### config.mk
export PLATFORM = sky130hd
export DESIGN_NAME = search_driver
export DESIGN_NICKNAME = d
export VERILOG_FILES = /design/src/rtl/search_driver.sv
export SDC_FILE = /design/constraint.sdc
export NUM_CORES = 1
export LEC_CHECK = 0
export CAP_MARGIN = 20
export CORE_AREA = 10 10 184 186
export DETAILED_ROUTE_END_ITERATION = 8
export DIE_AREA = 0 0 194 196
export PLACE_DENSITY = 0.87
export SYNTH_ARGS = -nofsm -noshare
export SYNTH_HDL_FRONTEND = slang
export SYNTH_SLANG_ARGS = --single-unit
### constraint.sdc
create_clock -name CLK -period 7.91 [get_ports CLK]
set_input_delay 1.9775 -clock CLK [delete_from_list [all_inputs] [get_ports CLK]]
set_output_delay 1.9775 -clock CLK [all_outputs]
set_load 0.01 [all_outputs]
### src/rtl/search_driver.sv
// search_driver: multi-lane brute-force search controller with a fixed-latency
// hash-emulation pipeline, target/limit capture and one-hot status reporting.
module search_driver #(
   parameter  int unsigned WIDTH      = 32,
   parameter  int unsigned LANES      = 4,
   parameter  int unsigned PIPE_DEPTH = 8,
   localparam int unsigned LANE_W     = (LANES > 1) ? $clog2(LANES) : 1
) (
   input  logic              CLK,
   input  logic              CPU_RESETN,
   input  logic              enable_switch,
   input  logic [WIDTH-1:0]  target,
   input  logic [WIDTH-1:0]  limit,
   output logic              status_paused,
   output logic              status_warming,
   output logic              status_running,
   output logic              status_found,
   output logic              status_done,
   output logic [WIDTH-1:0]  found_value,
   output logic [LANE_W-1:0] found_lane,
   output logic [WIDTH-1:0]  progress
);

   // progress carries one extra bit so the final increment never wraps
   localparam int unsigned PW = WIDTH + 1;

   // one-hot encoding lets each status output be a direct register bit
   typedef enum logic [4:0] {
      PAUSED  = 5'b00001,
      WARMING = 5'b00010,
      RUNNING = 5'b00100,
      FOUND   = 5'b01000,
      DONE    = 5'b10000
   } state_t;

   state_t            state_q, state_d;
   logic [PW-1:0]     prog_q;
   logic              issue_done_q;
   logic [WIDTH-1:0]  tgt_q, lim_q;
   logic [LANES-1:0]  vld_q  [PIPE_DEPTH];
   logic [WIDTH-1:0]  base_q [PIPE_DEPTH];
   logic [PIPE_DEPTH-1:0] last_q;

   logic [LANES-1:0]  issue_vld;
   logic              issue_last;
   logic              match_any;
   logic [LANE_W-1:0] match_lane;
   logic              tail_vld, tail_vld_next, pipe_any, fresh;
   logic              advance, capture, found_load;

   // Build the batch to issue: lanes beyond the limit are invalid, and the
   // batch holding the limit is tagged as last.
   always_comb begin
      issue_vld  = '0;
      issue_last = 1'b0;
      for (int i = 0; i < int'(LANES); i++) begin
         issue_vld[i] = !issue_done_q && ((prog_q + PW'(i)) <= {1'b0, lim_q});
      end
      issue_last = !issue_done_q && ({1'b0, lim_q} < (prog_q + PW'(LANES)));
   end

   // Compare the pipeline tail against the captured target.
   always_comb begin
      match_any  = 1'b0;
      match_lane = '0;
      for (int i = 0; i < int'(LANES); i++) begin
         if (vld_q[PIPE_DEPTH-1][i] &&
             ((base_q[PIPE_DEPTH-1] + WIDTH'(i)) == tgt_q)) begin
            match_any  = 1'b1;
            match_lane = LANE_W'(i);
         end
      end
   end

   // Occupancy summary used for fresh-start detection.
   always_comb begin
      pipe_any = 1'b0;
      for (int s = 0; s < int'(PIPE_DEPTH); s++) begin
         pipe_any = pipe_any | (|vld_q[s]);
      end
   end

   assign tail_vld = |vld_q[PIPE_DEPTH-1];
   assign fresh    = (prog_q == '0) && !pipe_any;

   // Validity the tail stage will hold after the next advancing edge.
   if (PIPE_DEPTH == 1) begin : g_tail_direct
      assign tail_vld_next = |issue_vld;
   end else begin : g_tail_shift
      assign tail_vld_next = |vld_q[PIPE_DEPTH-2];
   end

   // State register.
   always_ff @(posedge CLK or negedge CPU_RESETN) begin
      if (!CPU_RESETN) state_q <= PAUSED;
      else             state_q <= state_d;
   end

   // Next-state and datapath strobes.
   always_comb begin
      state_d    = state_q;
      advance    = 1'b0;
      capture    = 1'b0;
      found_load = 1'b0;
      unique case (state_q)
         PAUSED: begin
            if (enable_switch) begin
               state_d = tail_vld ? RUNNING : WARMING;
               capture = fresh;
            end
         end
         WARMING: begin
            if (!enable_switch) begin
               state_d = PAUSED;
            end else begin
               advance = 1'b1;
               if (tail_vld_next) state_d = RUNNING;
            end
         end
         RUNNING: begin
            if (!enable_switch) begin
               state_d = PAUSED;
            end else begin
               advance = 1'b1;
               if (match_any) begin
                  state_d    = FOUND;
                  found_load = 1'b1;
               end else if (tail_vld && last_q[PIPE_DEPTH-1]) begin
                  state_d = DONE;
               end
            end
         end
         default: ;
      endcase
   end

   // Capture, issue, pipeline shift and result latching.
   always_ff @(posedge CLK or negedge CPU_RESETN) begin
      if (!CPU_RESETN) begin
         prog_q       <= '0;
         issue_done_q <= 1'b0;
         tgt_q        <= '0;
         lim_q        <= '0;
         last_q       <= '0;
         found_value  <= '0;
         found_lane   <= '0;
         for (int s = 0; s < int'(PIPE_DEPTH); s++) begin
            vld_q[s]  <= '0;
            base_q[s] <= '0;
         end
      end else begin
         if (capture) begin
            tgt_q <= target;
            lim_q <= limit;
         end
         if (advance) begin
            for (int s = int'(PIPE_DEPTH) - 1; s > 0; s--) begin
               vld_q[s]  <= vld_q[s-1];
               base_q[s] <= base_q[s-1];
               last_q[s] <= last_q[s-1];
            end
            vld_q[0]  <= issue_vld;
            base_q[0] <= prog_q[WIDTH-1:0];
            last_q[0] <= issue_last;
            if (!issue_done_q) prog_q <= prog_q + PW'(LANES);
            issue_done_q <= issue_done_q | issue_last;
         end
         if (found_load) begin
            found_value <= base_q[PIPE_DEPTH-1] + WIDTH'(match_lane);
            found_lane  <= match_lane;
         end
      end
   end

   assign status_paused  = state_q[0];
   assign status_warming = state_q[1];
   assign status_running = state_q[2];
   assign status_found   = state_q[3];
   assign status_done    = state_q[4];
   assign progress       = prog_q[WIDTH-1:0];

endmodule

; Word-level counts from Yosys, hierarchy flattened
; Index checks and enable logic that the tools add are counted.
[totals]
inputBits = 67
output_inout_bits = 71
wordCells = 104
reg_bits = 433
[op_classes]
add_sub_neg = 8
eq_ne = 10
n_bitwise = 9
n_reduce_logical = 26
mux = 22
n_lt_le_gt_ge = 5
[ops]
columns = op, n
row1 = 33-bit by 32-bit <= comparator with 1-bit output, 4
row2 = 32-bit == test, 4
row3 = "33-bit by 2-bit adder with 33-bit output, second input constant", 2
row4 = "32-bit by 2-bit adder with 32-bit output, second input constant", 2
row5 = "33-bit by 1-bit adder with 33-bit output, second input constant", 1
row6 = "33-bit by 3-bit adder with 33-bit output, second input constant", 1
row7 = 33-bit zero test, 1
row8 = 32-bit by 33-bit less-than comparator with 1-bit output, 1
row9 = "32-bit by 1-bit adder with 32-bit output, second input constant", 1
row10 = 32-bit by 2-bit adder with 32-bit output, 1
row11 = 4-bit OR reduction, 8
row12 = 5-bit two-way mux, 6
row13 = 5-bit case mux with 3 select lines, 1
row14 = 1-bit two-way mux, 12
row15 = 1-bit logical AND, 11
row16 = 1-bit OR, 8
row17 = "5-bit by 1-bit == test with 1-bit output, second input constant", 1
row18 = "5-bit by 2-bit == test with 1-bit output, second input constant", 1
row19 = "5-bit by 3-bit == test with 1-bit output, second input constant", 1
row20 = 2-bit two-way mux, 2
row21 = "4-bit != test, second input constant", 1
row22 = 4-bit AND reduction, 1
row23 = 3-bit two-way mux, 1
row24 = "3-bit != test, second input constant", 1
row25 = 6 further kinds, 7

; Logic depth before layout (Yosys ltp)
[depth]
word_depth = 12
depth_mapped = 15
depth_no_buf = 13

; Worst setup path after synthesis
; OpenSTA, ideal clock, no wires.
[synth_path]
path_type = flip-flop to flip-flop
startpoint = reg prog_q[17]
endpoint = reg last_q[0]
n_path_buf = 2
arrival_time_ns = 3.500
stages_incl_launch_ff = 16
setup_ns = 0.121
path_slack_ns = 4.289
period_less_slack_ns = 3.621
t_required_ns = 7.789
cell_sequence = dfrtp_1 -> buf_4 -> nand4_2 -> or4_4 -> buf_6 -> nor4_4 -> and3_4 -> nand3_1 -> xor2_1 -> ha_1 -> nand3_1 -> or4_1 -> a21o_1 -> a31oi_1 -> o41ai_1 -> a22o_1
[synth_between]
elab_chain_len = 3
[synth_lines]
columns = element, line_no
row1 = from (decl), 37  ; logic [PW-1:0] prog_q;
row2 = from (signal assigned), 165  ; if (!issue_done_q) prog_q <= prog_q + PW'(LANES);
row3 = 33-bit by 3-bit adder with 33-bit output, 59  ; issue_last = !issue_done_q && ({1'b0, lim_q} < (prog_q + PW'(LANES)));
row4 = 32-bit by 33-bit less-than comparator with 1-bit output, 59
row5 = 1-bit logical AND, 59
row6 = "to (signal, indexed assignment)", 160  ; last_q[s] <= last_q[s-1];
row7 = to (signal assigned), 164  ; last_q[0] <= issue_last;
row8 = to (decl), 42  ; logic [PIPE_DEPTH-1:0] last_q;
; Every way passes these cells.
; A chain may end at the register's enable or synchronous reset.

; Final worst setup path
[layout_path]
startpoint = reg prog_q[9]
endpoint = reg last_q[0]
; The elaborated chain is that of the path after synthesis.

==> flow_metrics.tcl <==
set metrics [dict create \
    num-fill-cells 2079 \
    clkTransAtPathRegs_ps 60 \
    yosysWarnings 0 \
    num_vias 13400 \
    finalSetupViolCount 0 \
    worst_pin_slew_ps 1020 \
    wl_per_cell_um 17.2 \
    cts_tree "yes" \
    yosys.area.top_type "dfrtp_1" \
    postPlaceCellArea_um2 19800 \
    cp.depth 13 \
    rsz0062_at_grt "no" \
    reg2regPathDepth 13 \
    layout.nets 2119 \
    grt_max_degree 236 \
    cts_buffers 44 \
    cp.arrival_ps 4880 \
    rows 64 \
    cts_sinks 413 \
    grt_antenna_before_repair 0 \
    synth_cell_types 52 \
    totalWireLength_mm 41.7 \
    finalSetupTns_ps 0 \
    regArea_um2 10300 \
    cp_max_fo 10 \
    portBuffers 135 \
    die_height_um 196 \
    h-tree-depth 2 \
    drtIter0Drc 1167 \
    hold_depth 2 \
    outcome "completed" \
    ir_worst_vdd_v 0.000228 \
    cap_violations 0 \
    leakage_nw 11.4 \
    syn-cell-area_um2 18500 \
    synth_seq_cells 413 \
    cts_setup_buffers 0 \
    vias_per_cell 5.56 \
    avgSynthCellArea_um2 9.59 \
    synthArstFlopShare 1.00 \
    required_ps 8340 \
    slew_violations 0 \
    die_w_um 194 \
    power.density_nw_per_um2 304 \
    drc 0 \
    io_pins 138 \
    groute.usage.overall 0.219 \
    area_growth_pct 15.1 \
    critPathCaptureType "flip-flop" \
    multi_input_area_um2 7320 \
    grt_pass1_wl_mm 70.1 \
    critPathLaunchType "flip-flop" \
    clock_skew_ps 23.0 \
    cts_resized 0 \
    ys_top_cells_by_area "dfrtp_1 56%, nand2_1 17%, mux2_2 4.4%" \
    dp_hpwl_mm 26.7 \
    clock_latency_ps 550 \
    synthFlopType "dfrtp_1" \
    overflow 0 \
    dr.pass1.iters 5 \
    crit_type "reg -> reg" \
    ant_nets 0 \
    ctsHoldBuffers 0 \
    final.period_utilization 0.563 \
    drive_gt1_frac 0.0861 \
    slew_headroom 0.322 \
    crit_top_cell "nand3_1" \
    synth_edf_count 0 \
    ys_seq_area_frac 0.559 \
    cp_slowest_stage_delay_ps 660 \
    critPathBufInv 0 \
    final_cell_area_um2 21300 \
    dieArea_um2 38000 \
    crit_chain "nand3_1 > or4_4 > nor4_4 > and3_4 > nand3_1 > xor2_1 > ha_1 > nand3_1 > or4_1 > a21o_1 > a31oi_1 > o41ai_1 > a22o_1" \
    synthCells 1929 \
    diodes 0 \
    start_util 0.611 \
    finalHoldViolCount 0 \
    grt_pass1_vias 13800 \
    path_delay_family "simple AND/OR/NAND/NOR gates" \
    synth_top_area_share 0.557 \
    max-clock-path-buffers 3 \
    min_period_ps 4450 \
    root_buffer "clkbuf_16" \
    hold_class "reg -> reg" \
    place.gp.congestion 0.882 \
    max_freq_ghz 0.225 \
    fp.coreArea_um2 30300 \
    critPathSlowestCell "dfrtp_1" \
]
## routing by layer
layer  wire length (µm)  GRT usage  up-vias
li1                   -          -     6299
met1              17100      0.271     6569
met2              20600      0.369      453
met3               2420     0.0433      111
met4               1520     0.0918        0
met5                  0          0        -
## cells in the final DEF (no fill, tap or decap), types with 11 or more instances in the layout
cell | netlist | routed
nand3_1 | 24 | 22
ha_1 | 63 | 63
a21oi_1 | 28 | 28
nand2_1 | 855 | 855
mux2_1 | 22 | 22
nor2_1 | 33 | 33
nand4_1 | 21 | 21
mux2_2 | 73 | 73
clkdlybuf4s50_1 | 0 | 134
dfrtp_1 | 412 | 412
nor3_1 | 11 | 11
inv_1 | 46 | 46
o21ai_0 | 23 | 23
xor2_1 | 57 | 57
clkbuf_16 | 0 | 44
xnor2_1 | 33 | 33
nor4_1 | 21 | 21
## path summary, 6_finish.rpt
check	startpoint	end	slack (ps)
max	prog_q[9]$_DFFE_PN0P_	last_q[0]$_DFFE_PN0P_	3460
max in group asynchronous	CPU_RESETN	lim_q[27]$_DFFE_PN0P_	5020
min reg2reg	base_q[211]$_DFFE_PN0P_	base_q[179]$_DFFE_PN0P_	450
min in group asynchronous	CPU_RESETN	base_q[63]$_DFFE_PN0P_	1420
min	base_q[211]$_DFFE_PN0P_	base_q[179]$_DFFE_PN0P_	450
max reg2reg	prog_q[9]$_DFFE_PN0P_	last_q[0]$_DFFE_PN0P_	3460
## metrics by stage
stage               power, mW  cells   util  setup WS, ps  hold WS [ps]
CTS                      6.47   2418  0.703          3510           456
floorplan                3.79   1930      -          4290           439
global placement         4.24   2339  0.654          3320           447
global route             6.82   2418  0.703          3300           474
finish                   6.47   2418  0.703          3460           452
detailed placement       4.36   2339  0.654          3210           449
## cell type report
type	count	area share
Sequential cell	413	0.486
Timing Repair Buffer	145	0.0684
Inverter	46	0.00811
Clock inverter	21	0.0119
Clock buffer	58	0.0584
Tap cell	396	0.0233
Multi-Input combinational cell	1339	0.344
## Yosys cell counts (2+ instances only)
library cell and count:
o41ai_1 4, xor2_1 57, buf_6 3, a31oi_1 3, a21o_1 6, nor2_1 33
nand3_1 24, mux2_1 22, o211ai_1 2, a22o_1 4, nand4_1 21, buf_2 17
nand2b_1 5, and3_1 7, ha_1 63, nand2_1 855, mux2i_1 4, a2111oi_0 2
o21a_1 2, nor2b_1 3, or4_1 4, nand4_2 2, a211oi_1 2, a32oi_1 4
dfrtp_1 412, o21ai_0 23, nor3_1 11, clkbuf_1 70, xnor2_1 33, a21oi_1 28
nor3_2 3, and4_1 3, mux2_2 73, inv_1 46, buf_4 41, nor4_1 21
## where the power goes
group | switching (mW) | internal, mW | leakage (nW)
logic | 1.02 | 0.682 | 4.97
registers | 0.275 | 2.42 | 5.72
clock network | 0.831 | 1.25 | 0.738
## worst register-to-register path, delay by kind of cell (launching register included)
family,cells,cell delay (ps)
and+or+nand+nor,7,2310
DFF,1,660
xor gates and xnor gates,1,180
adders and majority gates,1,310
AOI/OAI and AO/OA,4,880
## state kept, by name, summed over array words and instances, names as in the netlist, 5 cells and up
name and flops:
state_q 5, prog_q 31, lim_q 32, found_value 32, tgt_q 32, last_q 8
base_q 240, vld_q 32
## cell families after synthesis
family                     share of synthesized area
buffers and inverters                         0.0469
AOI/OAI and AO/OA                             0.0283
muxes                                         0.0600
DFF                                            0.559
and+or+nand+nor                                0.220
xor gates and xnor gates                      0.0426
adders and majority gates                     0.0426
other                                       0.000203
Note: power is estimated with default switching activity, not from simulation.
